## config.mk

```make
export PLATFORM = sky130hd
export DESIGN_NAME = fetch_decode_ctrl
export DESIGN_NICKNAME = d
export VERILOG_FILES = /design/src/rtl/fetch_decode_ctrl.sv
export SDC_FILE = /design/constraint.sdc
export NUM_CORES = 1
export LEC_CHECK = 0
export ABC_AREA = 1
export BUFFER_PORTS_ARGS = -buffer_cell sky130_fd_sc_hd__clkbuf_2
export CAP_MARGIN = 20
export CORE_ASPECT_RATIO = 0.75
export CORE_MARGIN = 1
export CORE_UTILIZATION = 35
export DETAILED_ROUTE_END_ITERATION = 10
export PLACE_DENSITY_LB_ADDON = 0.15
export SLEW_MARGIN = 25
export SYNTH_ARGS = -nofsm -noshare
export SYNTH_HDL_FRONTEND = slang
export SYNTH_SLANG_ARGS = --single-unit
```

## constraint.sdc

```tcl
create_clock -name clk -period 1.7 [get_ports clk]
set_input_delay 0 -clock clk [delete_from_list [all_inputs] [get_ports clk]]
set_output_delay 0 -clock clk [all_outputs]
set_load 0.05 [all_outputs]
```

## src/rtl/fetch_decode_ctrl.sv

```systemverilog
// Purpose : fetch PC sequencing, single-outstanding imem requests, IF/ID register with 1-entry skid.
// Latency : grant at t, rvalid at t+1 -> decode valid after the edge ending t+1; redirect flushes next cycle.
// Backpres: stall_d_i holds decode; an in-flight response parks in the skid, no new request until it drains.
//
// Optional feature macro: FD_CTRL_PERF_EN (adds perf_stall_o / perf_bubble_o saturating counters).
//
// Ports:
//   clk, rst_n                      clock, synchronous active-low reset
//   imem_req_o/addr_o               fetch request and address (address = fetch PC)
//   imem_gnt_i                      request accepted this cycle
//   imem_rvalid_i/rdata_i           instruction response
//   stall_d_i                       hold decode register
//   redirect_i/redirect_pc_i        taken branch/jump: flush and refetch from target
//   instr_d_o/pc_d_o/pc_plus4_d_o   decode register contents
//   valid_d_o                       decode register holds a real instruction
module fetch_decode_ctrl #(
    parameter int unsigned       XLEN     = 32,
    parameter logic [XLEN-1:0]   RESET_PC = '0
) (
    input  logic            clk,
    input  logic            rst_n,
    output logic            imem_req_o,
    output logic [XLEN-1:0] imem_addr_o,
    input  logic            imem_gnt_i,
    input  logic            imem_rvalid_i,
    input  logic [31:0]     imem_rdata_i,
    input  logic            stall_d_i,
    input  logic            redirect_i,
    input  logic [XLEN-1:0] redirect_pc_i,
    output logic [31:0]     instr_d_o,
    output logic [XLEN-1:0] pc_d_o,
    output logic [XLEN-1:0] pc_plus4_d_o,
    output logic            valid_d_o
`ifdef FD_CTRL_PERF_EN
    ,
    output logic [31:0]     perf_stall_o,
    output logic [31:0]     perf_bubble_o
`endif
);

    localparam logic [XLEN-1:0] PC_STEP = XLEN'(4);

    typedef enum logic [1:0] {
        S_IDLE    = 2'd0,
        S_REQ     = 2'd1,
        S_WAIT    = 2'd2,
        S_DISCARD = 2'd3
    } state_t;

    state_t          r_state;
    state_t          w_state_nxt;

    logic [XLEN-1:0] r_pc_f;
    logic [XLEN-1:0] r_pc_pend;
    logic            r_skid_vld;
    logic [31:0]     r_skid_instr;
    logic [XLEN-1:0] r_skid_pc;
    logic [31:0]     r_instr_d;
    logic [XLEN-1:0] r_pc_d;
    logic [XLEN-1:0] r_pc_plus4_d;
    logic            r_valid_d;

    logic            w_req;
    logic            w_fire;
    logic            w_rsp;

    // A response only counts in WAIT; in DISCARD (or after a reset) it is stale.
    assign w_rsp  = (r_state == S_WAIT) && imem_rvalid_i;
    assign w_fire = w_req && imem_gnt_i;

    // ---------------- FSM: state register ----------------
    always_ff @(posedge clk) begin
        if (!rst_n) begin
            r_state <= S_IDLE;
        end else begin
            r_state <= w_state_nxt;
        end
    end

    // ---------------- FSM: next state ----------------
    always_comb begin
        w_state_nxt = r_state;
        case (r_state)
            S_IDLE: w_state_nxt = S_REQ;
            // A redirect in REQ just retargets pc_f; the request is gated that cycle so no fire.
            S_REQ: begin
                if (w_fire) begin
                    w_state_nxt = S_WAIT;
                end
            end
            S_WAIT: begin
                if (redirect_i) begin
                    // Response already here gets dropped; otherwise it is still in flight.
                    w_state_nxt = imem_rvalid_i ? S_REQ : S_DISCARD;
                end else if (imem_rvalid_i) begin
                    w_state_nxt = w_fire ? S_WAIT : S_REQ;
                end
            end
            // Further redirects here only move pc_f; the stale response still has to be eaten.
            S_DISCARD: begin
                if (imem_rvalid_i) begin
                    w_state_nxt = S_REQ;
                end
            end
            default: w_state_nxt = S_IDLE;
        endcase
    end

    // ---------------- FSM: outputs ----------------
    // Back-to-back issue is allowed only as the previous response lands. Holding off while the
    // skid is full, or while a stalled response is heading into it, keeps the skid at one entry.
    always_comb begin
        w_req = 1'b0;
        if ((r_state == S_REQ) || ((r_state == S_WAIT) && imem_rvalid_i)) begin
            w_req = !redirect_i && !r_skid_vld && !(stall_d_i && imem_rvalid_i);
        end
    end

    assign imem_req_o  = w_req;
    assign imem_addr_o = r_pc_f;

    // ---------------- fetch PC ----------------
    always_ff @(posedge clk) begin
        if (!rst_n) begin
            r_pc_f    <= RESET_PC;
            r_pc_pend <= '0;
        end else begin
            if (redirect_i) begin
                r_pc_f <= redirect_pc_i;
            end else if (w_fire) begin
                r_pc_f <= r_pc_f + PC_STEP;
            end
            if (w_fire) begin
                r_pc_pend <= r_pc_f;
            end
        end
    end

    // ---------------- decode register and skid ----------------
    always_ff @(posedge clk) begin
        if (!rst_n) begin
            r_skid_vld   <= 1'b0;
            r_skid_instr <= '0;
            r_skid_pc    <= '0;
            r_instr_d    <= '0;
            r_pc_d       <= '0;
            r_pc_plus4_d <= '0;
            r_valid_d    <= 1'b0;
        end else if (redirect_i) begin
            r_skid_vld <= 1'b0;
            r_valid_d  <= 1'b0;
        end else if (stall_d_i) begin
            if (w_rsp) begin
                r_skid_vld   <= 1'b1;
                r_skid_instr <= imem_rdata_i;
                r_skid_pc    <= r_pc_pend;
            end
        end else if (r_skid_vld) begin
            r_skid_vld   <= 1'b0;
            r_instr_d    <= r_skid_instr;
            r_pc_d       <= r_skid_pc;
            r_pc_plus4_d <= r_skid_pc + PC_STEP;
            r_valid_d    <= 1'b1;
        end else if (w_rsp) begin
            r_instr_d    <= imem_rdata_i;
            r_pc_d       <= r_pc_pend;
            r_pc_plus4_d <= r_pc_pend + PC_STEP;
            r_valid_d    <= 1'b1;
        end else begin
            r_valid_d <= 1'b0;
        end
    end

    assign instr_d_o    = r_instr_d;
    assign pc_d_o       = r_pc_d;
    assign pc_plus4_d_o = r_pc_plus4_d;
    assign valid_d_o    = r_valid_d;

`ifdef FD_CTRL_PERF_EN
    logic [31:0] r_perf_stall;
    logic [31:0] r_perf_bubble;
    logic        w_bubble;

    // Mirrors the last arm of the decode-load priority chain.
    assign w_bubble = !redirect_i && !stall_d_i && !r_skid_vld && !w_rsp;

    always_ff @(posedge clk) begin
        if (!rst_n) begin
            r_perf_stall  <= '0;
            r_perf_bubble <= '0;
        end else begin
            if (stall_d_i && (r_perf_stall != 32'hFFFF_FFFF)) begin
                r_perf_stall <= r_perf_stall + 32'd1;
            end
            if (w_bubble && (r_perf_bubble != 32'hFFFF_FFFF)) begin
                r_perf_bubble <= r_perf_bubble + 32'd1;
            end
        end
    end

    assign perf_stall_o  = r_perf_stall;
    assign perf_bubble_o = r_perf_bubble;
`endif

`ifndef SYNTHESIS
    // A response landing while the skid is still occupied would be lost.
    always_ff @(posedge clk) begin
        assert (!(rst_n && w_rsp && r_skid_vld));
    end
`endif

endmodule

```

==> metrics list <==
- Number of buffers between clock root and the deepest sink: 3
- Post-DR vias/cell: a little over 5
- Fraction of the mapped netlist area in adder cells: 0.00585
* CP max stage delay: about 0.40 ns
* Flop and latch count out of synthesis: 226
- Routability-driven placement finished with a final weighted congestion of around 0.95.
* Vert. Die Dim: between 150 and 200 um
- Crit start category: flop
- VDD IR-drop max: 0.769 mV
- Post-synthesis share of cell area spent on xor and xnor gates: 0.0106
* Count of endpoints failing setup in the final report: 87
* Sequential cell area: 0.00455 sq mm
- Area of the die: around 0.031 sq mm
- The critical path crosses 11 cells after its start point.
- Final hold violation count: 0
- CTS tree: done
- CTS built an H-tree with a depth of 1.
* Path type of the worst setup path: flop to flop
* Violated checks: setup timing
- The worst hold path passes through 4 cells.
- First drt pass iteration count: 5
- The clock arrives with between 0.01 and 0.015 ns of skew.
* Slowest-stage cell, CP: dfxtp_4
* Count of buffers from port buffering: between 150 and 200
- Of the available clock period, the critical path in the final layout requires 1.09.
- Walking the worst path, the cells encountered are buf_6 > o21ai_4 > ha_4 > a21boi_4 > nand2_2 > nor2_4 > nand2_2 > nor2_4 > nand3_1 > nand2_1 > nor2_1.
* Aggregate negative setup slack: -4.26 ns
- For this configuration, the core starts out at a cell density of 0.355.
- Synthesized net count: approximately 1600
* Largest family of logic cells by synthesized area: simple AND/OR/NAND/NOR gates
- For this design the top-level I/O count stands at 200.
* Leakage component of the power: approximately 7.7 nW
- Run status: finished with violations
* Final-layout fill cell count: about 2800
- The later pin in the worst-skew pair is clocked with a latency of 0.55 ns.
- Post-layout net count: between 2000 and 2500
- Gr usage total: 0.238
- Type of the worst min-delay path: input pin to flop
* Final routed DRC violation total: 0
- The routed layout has 12200 vias.
* GRT overflow: 0
- In this run, synthesis inferred 0 flip-flops with an integrated enable.
- Count of max-cap constraint violations: 0
* Share of synthesized registers carrying an async set or reset: 0
* Synth Flop Type: dfxtp_1
- After synthesis, the netlist uses between 40 and 50 different library cells.
- Mean routed wirelength per cell: 17.5 um
* Diode count: 0
- Simple-gate share of the synthesized area: 0.289
* Cell count after synthesis: ~1600
* Core ar.: around 0.03 sq mm
* Syn_area_per_cell: between 6 and 7 sq um
- Time the final worst path needs with I/O delays and setup: roughly 1.8 ns
- Cell area after technology mapping: 0.0107 sq mm
* Maximum number of pins on one net before global-route repair: between 80 and 90
* Peak fanout along the critical path: 6
- Root buffer selected by CTS: clkbuf_16
- Buffers inserted during clock tree synthesis total 25.
* Multi-input gate area in the final layout: 0.00620 sq mm
* Worst setup slack before clock tree synthesis: -0.260 ns
- Cell class contributing the biggest share of worst-path delay: simple AND/OR/NAND/NOR gates
- At the worst endpoint, the required time is around 2.1 ns.
* Initial drt markers: just over 1000
- Number of antenna violations at the first check in global routing: 0
* Power density relative to cell area: about 820 mW/mm^2
* FP Rows: 55
* Fraction of layout instances using a drive strength above 1: 0.360
* Setup repair after global routing missed its margin: yes
* Placed cells: roughly 2200
- Wirelength, routed: 42.4 mm
* CTS sink count: roughly 230
- Commonest cells after routing, fill and taps aside: 336 x nand2_1, 210 x dfxtp_1, 197 x clkbuf_2
- Final non-filler cell total: between 2000 and 2500
* Worst path bufs/invs: 1
- Category of the worst setup path capture point: flop
- For the pin with the worst max-slew slack, the measured transition is 0.490 ns.
- Sequential share of the synthesized area: 0.423
- Post-route core utilization: 0.566
- Estimated wirelength of the detail-placed design: about 27 mm
* Endpoint arrival time on the critical path: ~2.3 ns
* Setup slack after layout: -0.146 ns
- Total number of yosys warnings: 0
- Most common library cell in the layout ignoring fill and taps: nand2_1
* Power Total: about 14 mW
* Share of synthesized area spent on multiplexers: 0
* Layout area overhead: 59.4%
* Reg2reg path depth: 11
* Remaining number of nets flagged by the antenna check after routing: 0
- The area fraction in compound gates after synthesis was 0.182.
- The worst pin sits at a relative slew slack of 0.673.
- For this run, the top clock speed supported by timing is ~0.54 GHz.
- Register clock-pin slew on the reported worst setup and hold paths: about 0.06 ns
* Die boundary width: a little over 200 um
* Global-route wire length before repair: just under 60 mm
* Vias in the first global route: ~11000
- Max-slew violation total from the final report: 0
-- stage by stage --
stage               instance area, sq um  hold WS, ns
finish                             17100        0.246
global placement                   13300        0.233
CTS                                15200        0.223
detailed placement                 13300        0.234
floorplan                          10700        0.128
global route                       17100        0.250
-- metal layers --
layer,wire (um),up-vias,part of all wire,GRT usage
li1,-,5975,-,-
met2,18200,423,0.43,0.355
met4,638,0,0.015,0.0519
met5,0,-,0,0
met3,2810,51,0.066,0.0371
met1,20800,5789,0.49,0.355
-- worst min-delay path, delay by kind of cell --
family                 cells  cell delay, ns
buffers and inverters      2            0.63
and+or+nand+nor            2            0.12
-- power by group --
part / total [mW] / switching (mW) / internal (mW) / leakage [nW]
sequential: 5.70 / 0.176 / 5.53 / 1.84
combinational: 2.74 / 1.62 / 1.12 / 5.44
clock: 5.62 / 2.35 / 3.27 / 0.409
-- registers in the layout (all words and copies together), names as in the netlist --
| name | flops |
|---|---|
| r_skid_vld | 1 |
| r_skid_pc | 32 |
| valid_d_o | 1 |
| r_state | 2 |
| r_skid_instr | 32 |
| instr_d_o | 32 |
| pc_d_o | 32 |
| pc_plus4_d_o | 30 |
| r_pc_pend | 32 |
| imem_addr_o | 32 |
-- worst paths after layout --
path / startpoint / to / slack, ns
hold / removal: imem_rdata_i[23] / r_skid_instr[23]$_SDFFE_PN0P_ / 0.25
setup reg to reg: r_skid_vld$_SDFFE_PP0P_ / pc_plus4_d_o[24]$_SDFFE_PN0P_ / -0.15
setup / recovery: r_skid_vld$_SDFFE_PP0P_ / pc_plus4_d_o[24]$_SDFFE_PN0P_ / -0.15
hold reg to reg: r_skid_instr[31]$_SDFFE_PN0P_ / instr_d_o[31]$_SDFFE_PN0P_ / 0.46
-- layout make-up --
cell class,count,area share
multi-input cells,1114,0.364
clock inverters,7,0.00425
clock buffers,39,0.0451
well taps,399,0.0293
repair buffers,506,0.256
inverters,132,0.0337
flip-flops and latches,226,0.267
repair inverters,1,0.000954
-- Yosys cell counts (2+ instances only) --
cell type	n	share of area
a22oi_1	2	0.0014
nor2_2	10	0.0058
nor3_2	2	0.0019
xnor2_1	4	0.0033
o21ai_0	177	0.083
nor2_4	3	0.0032
nand3_2	2	0.0019
nor2_8	2	0.0037
xor2_1	9	0.0074
o211ai_1	4	0.0028
nand2_1	372	0.13
a211oi_1	2	0.0014
a21o_1	2	0.0014
buf_1	2	0.00070
nand2_2	23	0.013
nand4_1	11	0.0064
o21ai_2	4	0.0033
and2_1	2	0.0012
dfxtp_1	226	0.42
o21a_1	7	0.0049
clkbuf_1	50	0.018
nor2_1	224	0.079
inv_2	5	0.0018
o21bai_1	3	0.0021
nor3b_1	2	0.0014
a31oi_1	42	0.025
ha_1	5	0.0058
o21ai_1	3	0.0014
nor3_1	10	0.0047
inv_1	126	0.044
nand3_1	63	0.029
buf_2	27	0.013
nand2_4	5	0.0053
buf_4	7	0.0049
a21boi_0	3	0.0021
a21oi_1	111	0.052
buf_6	5	0.0053
-- kinds of logic (layout without fill, tap and decap cells) --
family                   after synthesis  in the layout
flip-flops                           226            226
buffers and inverters                224            685
XOR/XNOR                              13             13
adder cells (fa/ha/maj)                5              5
AND/OR/NAND/NOR                      734            734
AO/OA/AOI/OAI                        362            362
-- timing repair --
item,4_1_cts,5_1_grt
endpoints found under the setup margin,135,123
buffers inserted,4,27
resized for setup,59,335
endpoints found under the hold margin,115,0
pin swaps,7,33
hold buffers,74,0
gates cloned,3,22
(Power assumes the default switching activity.)
